**config.mk**
```make
export PLATFORM = sky130hd
export DESIGN_NAME = aibcr3_rxdig_deser
export DESIGN_NICKNAME = d
export VERILOG_FILES = /design/src/rtl/aibcr3_rxdig_pkg.sv /design/src/rtl/aibcr3_rxdig_align.sv /design/src/rtl/aibcr3_rxdig_deser.sv
export SDC_FILE = /design/constraint.sdc
export NUM_CORES = 1
export LEC_CHECK = 0
export CAP_MARGIN = 5
export CORE_MARGIN = 4
export CORE_UTILIZATION = 54
export CTS_CLUSTER_DIAMETER = 30
export DETAILED_ROUTE_END_ITERATION = 10
export PLACE_DENSITY = 0.86
export SLEW_MARGIN = 20
export SYNTH_ARGS = -nofsm -noshare
export SYNTH_HDL_FRONTEND = slang
export SYNTH_SLANG_ARGS = --single-unit
```
**constraint.sdc**
```tcl
create_clock -name iclk -period 2.5 [get_ports iclk]
set_input_delay 0.625 -clock iclk [delete_from_list [all_inputs] [get_ports iclk]]
set_output_delay 0.625 -clock iclk [all_outputs]
set_load 0.1 [all_outputs]
```
**src/rtl/aibcr3_rxdig_pkg.sv**
```systemverilog
// Shared types and constants for the AIB RX deserializer.
// Holds the alignment FSM state encoding and training parameters.
package aibcr3_rxdig_pkg;

  typedef enum logic [1:0] {
    ST_IDLE,
    ST_TRAIN,
    ST_LOCKED,
    ST_FAIL
  } rx_state_e;

  localparam logic [1:0] TRAIN_PATTERN  = 2'b01;
  localparam logic [3:0] LOCK_MATCH_CNT = 4'd8;
  localparam logic [3:0] MAX_SLIP       = 4'd15;

endpackage

```
**src/rtl/aibcr3_rxdig_align.sv**
```systemverilog
// Alignment FSM: trains the even/odd pairing against a fixed pattern.
// Emits a one-cycle bitslip and lock/fail status.
module aibcr3_rxdig_align
  import aibcr3_rxdig_pkg::*;
(
  input  logic      iclk,
  input  logic      irst,
  input  logic      active,
  input  logic      itrain_en,
  input  logic      pair_done,
  input  logic [1:0] pair_bits,
  output rx_state_e state,
  output logic      bitslip,
  output logic      olock,
  output logic      ofail
);

  logic [3:0] match_cnt;
  logic [3:0] slip_cnt;
  logic       train_q;
  logic [3:0] match_nxt;
  logic       train_rise;

  assign match_nxt  = (match_cnt == 4'hF) ? match_cnt
                                          : match_cnt + 4'd1;
  assign train_rise = itrain_en & ~train_q;

  always_ff @(posedge iclk) begin
    if (irst) begin
      state     <= ST_IDLE;
      match_cnt <= '0;
      slip_cnt  <= '0;
      train_q   <= 1'b0;
      bitslip   <= 1'b0;
      olock     <= 1'b0;
      ofail     <= 1'b0;
    end else begin
      train_q <= itrain_en;
      bitslip <= 1'b0;
      if (!active) begin
        state     <= ST_IDLE;
        match_cnt <= '0;
        slip_cnt  <= '0;
        olock     <= 1'b0;
        ofail     <= 1'b0;
      end else begin
        unique case (state)
          ST_IDLE: begin
            if (itrain_en) begin
              state     <= ST_TRAIN;
              match_cnt <= '0;
              slip_cnt  <= '0;
            end
          end
          ST_TRAIN: begin
            if (pair_done) begin
              if (pair_bits == TRAIN_PATTERN) begin
                match_cnt <= match_nxt;
                if (match_nxt >= LOCK_MATCH_CNT) begin
                  state <= ST_LOCKED;
                  olock <= 1'b1;
                end
              end else begin
                match_cnt <= '0;
                // Exhausted slips end training instead of slipping again
                if (slip_cnt == MAX_SLIP) begin
                  state <= ST_FAIL;
                  ofail <= 1'b1;
                end else begin
                  slip_cnt <= slip_cnt + 4'd1;
                  bitslip  <= 1'b1;
                end
              end
            end
          end
          ST_LOCKED, ST_FAIL: begin
            if (train_rise) begin
              state     <= ST_TRAIN;
              match_cnt <= '0;
              slip_cnt  <= '0;
              olock     <= 1'b0;
              ofail     <= 1'b0;
            end
          end
          default: state <= ST_IDLE;
        endcase
      end
    end
  end

endmodule

```
**src/rtl/aibcr3_rxdig_deser.sv**
```systemverilog
// AIB RX digital deserializer: pairs serial bits into even/odd outputs.
// Includes loopback select, registered bypass and alignment training.
module aibcr3_rxdig_deser
  import aibcr3_rxdig_pkg::*;
(
  input  logic iclk,
  input  logic irst,
  input  logic rx_dat_in,
  input  logic rx_en,
  input  logic ipadrstb,
  input  logic iddrctrl,
  input  logic idataselb,
  input  logic ilpbk_en,
  input  logic ilpbk_dat,
  input  logic itrain_en,
  output logic odat0,
  output logic odat1,
  output logic odat_vld,
  output logic oasync_data,
  output logic olock,
  output logic ofail
);

  rx_state_e state;
  logic      sin;
  logic      active;
  logic      phase_q;
  logic      hold_q;
  logic      pair_done;
  logic      bitslip;
  logic      vld_ok;

  assign sin       = ilpbk_en ? ilpbk_dat : rx_dat_in;
  assign active    = rx_en & ipadrstb;
  assign pair_done = active & phase_q;
  assign vld_ok    = idataselb &
                     ((state == ST_IDLE) | (state == ST_LOCKED));

  aibcr3_rxdig_align u_align (
    .iclk      (iclk),
    .irst      (irst),
    .active    (active),
    .itrain_en (itrain_en),
    .pair_done (pair_done),
    .pair_bits ({sin, hold_q}),
    .state     (state),
    .bitslip   (bitslip),
    .olock     (olock),
    .ofail     (ofail)
  );

  always_ff @(posedge iclk) begin
    if (irst) begin
      phase_q     <= 1'b0;
      hold_q      <= 1'b0;
      odat0       <= 1'b0;
      odat1       <= 1'b0;
      odat_vld    <= 1'b0;
      oasync_data <= 1'b0;
    end else begin
      oasync_data <= sin;
      odat_vld    <= 1'b0;
      // A bitslip freezes the phase for one cycle to shift pairing by one
      if (!active)
        phase_q <= 1'b0;
      else if (!bitslip)
        phase_q <= ~phase_q;
      if (active && !phase_q)
        hold_q <= sin;
      if (pair_done && vld_ok) begin
        odat0    <= hold_q;
        odat1    <= iddrctrl ? sin : hold_q;
        odat_vld <= 1'b1;
      end
    end
  end

endmodule

```
==> summary.md <==
| Metric | Value |
|---|---|
| IO Count | `16` |
| DRT antenna net count | `0` |
| Via count | `913` |
| Register-to-register setup slack | `0.62 ns` |
| Pwr Density | `510 nW/µm²` |
| Detailed Route Iter0 Violations | `41` |
| Cells after Synth | `104` |
| Worst hold path class | `reg -> reg` |
| Crit path DAT | `2.37 ns` |
| Layout area overhead | `25.6%` |
| Fin Clk Skew | `0.00767 ns` |
| # hold bufs at CTS | `0` |
| Slew headroom | `0.648` |
| Fin crit share | `0.852` |
| Post-synth top area share | `0.434` |
| Most numerous cell in the Yosys netlist | `dfxtp_1` |
| Syn avg cell area | `8.88 µm²` |
| Setup Fix Bufs, Post-CTS | `0` |
| Unrepaired setup endpoints after global routing | `no` |
| Cell depth of the worst flop-to-flop path | `4` |
| Deepest clock path buffer count | `2` |
| GPL Wtd Cong | `0.902` |
| Synth Cell Area | `923 µm²` |
| Syn Nets | `116` |
| Nets | `142` |
| EDFF count, synth | `0` |
| Cell variety after synth | `37` |
| Sink of the worst hold path | `u_align.ofail` |
| Die H | `49.4 µm` |
| Largest stage delay, worst path | `0.52 ns` |
| Startpoint types | `primary input` |
| Layout cells sized above 1 | `0.147` |
| Pin count of the biggest net entering global routing | `12` |
| Critical path required time | `2.74 ns` |
| Gr ovfl total | `0` |
| Status | `completed` |
| Max Cap Viol | `0` |
| Initial core utilization | `0.592` |
| Simple-Gate Fraction of Synth Area | `0.232` |
| PostCTS Resize Cnt | `0` |
| WL/cell | `15.5 µm` |
| Worst-margin pin slew | `0.513 ns` |
| Mux share of post-synthesis cell area | `0.0447` |
| Post-route cell area | `1160 µm²` |
| CTS tree | `built` |
| Clk slew on worst S/H paths | `0.11 ns` |
| Largest family of logic cells by synthesized area | `compound AO/OA/AOI/OAI gates` |
| Cell taking the most area after synthesis | `dfxtp_1` |
| Sequential share of the synthesized area | `0.434` |
| Diode count | `0` |
| Post-synthesis compound-gate area fraction | `0.237` |
| H-tree depth | `1` |
| Reg2reg start | `u_align.state[1]` |
| Critical path buffers and inverters | `1` |
| Setup violators final | `0` |
| Via density | `6.30` |
| Yosys reg bits | `20` |
| GR Util All Layers | `0.200` |
| Most used DFF post-synth | `dfxtp_1` |
| Drt pass-1 iters | `4` |
| Skew-Pair Late Insertion Delay | `0.30 ns` |
| First-pass GRT wire length | `3840 µm` |
| Yosys warnings | `0` |
| Minimum clock period | `2.13 ns` |
| Final Worst Setup Slack | `0.369 ns` |
| Max FO, Critical Path | `8` |
| Fraction of the mapped netlist area in adder cells | `0.0271` |
| Delay-heaviest family, CP | `simple AND/OR/NAND/NOR gates` |
| Hold Startpoint | `u_align.ofail` |
| Die area | `2440 µm²` |
| FP Rows | `14` |
| Final Hold Fails | `0` |
| Vias in the first global route | `862` |
| Top post-synthesis cells by count | `dfxtp_1 (20), a21oi_1 (12), nor2_1 (10), nand3_1 (6)` |
| Port bufs | `15` |
| Critical Path, Cell by Cell | `clkdlybuf4s50_1 -> nand3_1 -> a221o_1 -> or4_1 -> a21oi_1` |
| # DRC | `0` |
| Post-DP HPWL | `1710 µm` |
| Clock sink count | `20` |
| Ys async rst share | `0` |
| Post-synthesis xor/xnor area fraction | `0.00949` |
| Worst setup EP type | `flip-flop` |
| WS Path Type | `in -> reg` |
| Root Driver | `clkbuf_4` |
| Initial antenna violation count | `0` |
| Top post-synthesis cells by area | `dfxtp_1 (43%), a21oi_1 (6.5%), nor2_1 (4.1%)` |
| Leakage power | `0.427 nW` |
| Hold depth | `2` |
| Fmax | `469 MHz` |
| CTS Buf Count | `3` |
| Dpl cell area | `1120 µm²` |
| Final Max Slew Viols | `0` |
| Worst VDD drop | `0.000363 V` |
| WL final | `2250 µm` |
| Slowest cell on crit path | `or4_1` |
| Core Area | `1560 µm²` |
| Die Span X | `49.4 µm` |
| TNS Setup | `0 ns` |
| Pre-CTS WS | `0.0567 ns` |
| Crit Reg-Reg Endpoint | `u_align.slip_cnt[3]` |
-- cell usage in the layout (no fill, tap or decap), drive strengths merged, types with 2 or more instances in the layout --
cell and instances:
dfxtp 20, a21oi 12, buf 12, nor2 10
clkdlybuf4s50 9, nand3 6, nand2 5, o21ai 5
inv 4, clkbuf 4, mux2i 3, nor2b 3
and3 2, nand2b 2, a31oi 2, nand3b 2
or3 2, a211oi 2, nor3 2, ha 2
-- metal layers --
| metal | track usage | vias to the layer above | part of all wire |
|---|---|---|---|
| met5 | 0 | - | 0 |
| met1 | 0.250 | 427 | 0.46 |
| li1 | - | 443 | - |
| met4 | 0.0900 | 0 | 0.010 |
| met3 | 0.0489 | 5 | 0.062 |
| met2 | 0.321 | 38 | 0.47 |
-- registers in the layout, summed over array words and instances (netlist names) --
register and count:
oasync_data 1, u_align.state 2, u_align.olock 1, odat_vld 1
u_align.slip_cnt 4, u_align.train_q 1, u_align.ofail 1, phase_q 1
odat1 1, u_align.bitslip 1, hold_q 1, u_align.match_cnt 4
odat0 1
-- report_power, final --
group	switching [W]	internal (W)	total (W)	leakage, nW
Clock	0.0000979	0.0000888	0.000187	0.0210
Sequential	0.00000572	0.000324	0.000329	0.162
Combinational	0.0000404	0.0000344	0.0000748	0.244
Total	0.000144	0.000447	0.000591	0.427
-- area by class of cell --
cell class | instances | area [µm²]
multi-input cells | 80 | 508
repair buffers | 21 | 180
well taps | 16 | 20.0
clock buffers | 4 | 36.3
fillers | 121 | 399
inverters | 4 | 15.0
flip-flops and latches | 20 | 400
-- worst max path at each step --
stage                     slack (ns)  startpoint  depth (start not counted)                   to
after global routing            0.31    ipadrstb                          5  u_align.slip_cnt[3]
final                           0.37       rx_en                          5  u_align.slip_cnt[3]
after CTS                       0.37    ipadrstb                          5  u_align.slip_cnt[3]
after floorplan                 0.57       rx_en                          4  u_align.slip_cnt[3]
after detailed placement        0.06    ipadrstb                          5  u_align.slip_cnt[3]
after global placement          0.12       rx_en                          5  u_align.slip_cnt[3]
-- logic make-up after synthesis --
logic type | after synthesis
compound gates | 33
xor+xnor | 1
fa+ha+maj | 2
buf+inv | 4
flops | 20
mux | 4
simple gates | 40
-- worst register-to-register path: cells and delay by family, from the launching register on --
family / cells / cell delay, ns
flip-flops: 1 / 0.51
AO/OA/AOI/OAI: 2 / 0.60
AND/OR/NAND/NOR: 2 / 0.71
-- through the flow --
step	hold slack, ns	util	total power [W]	std cells
after detailed placement	0.467	0.721	0.000410	141
after floorplan	0.453	-	0.000373	104
after global routing	0.525	0.744	0.000615	145
after global placement	0.460	0.721	0.000408	141
final	0.486	0.744	0.000591	145
after CTS	0.496	0.744	0.000594	145
(Power assumes the default switching activity.)
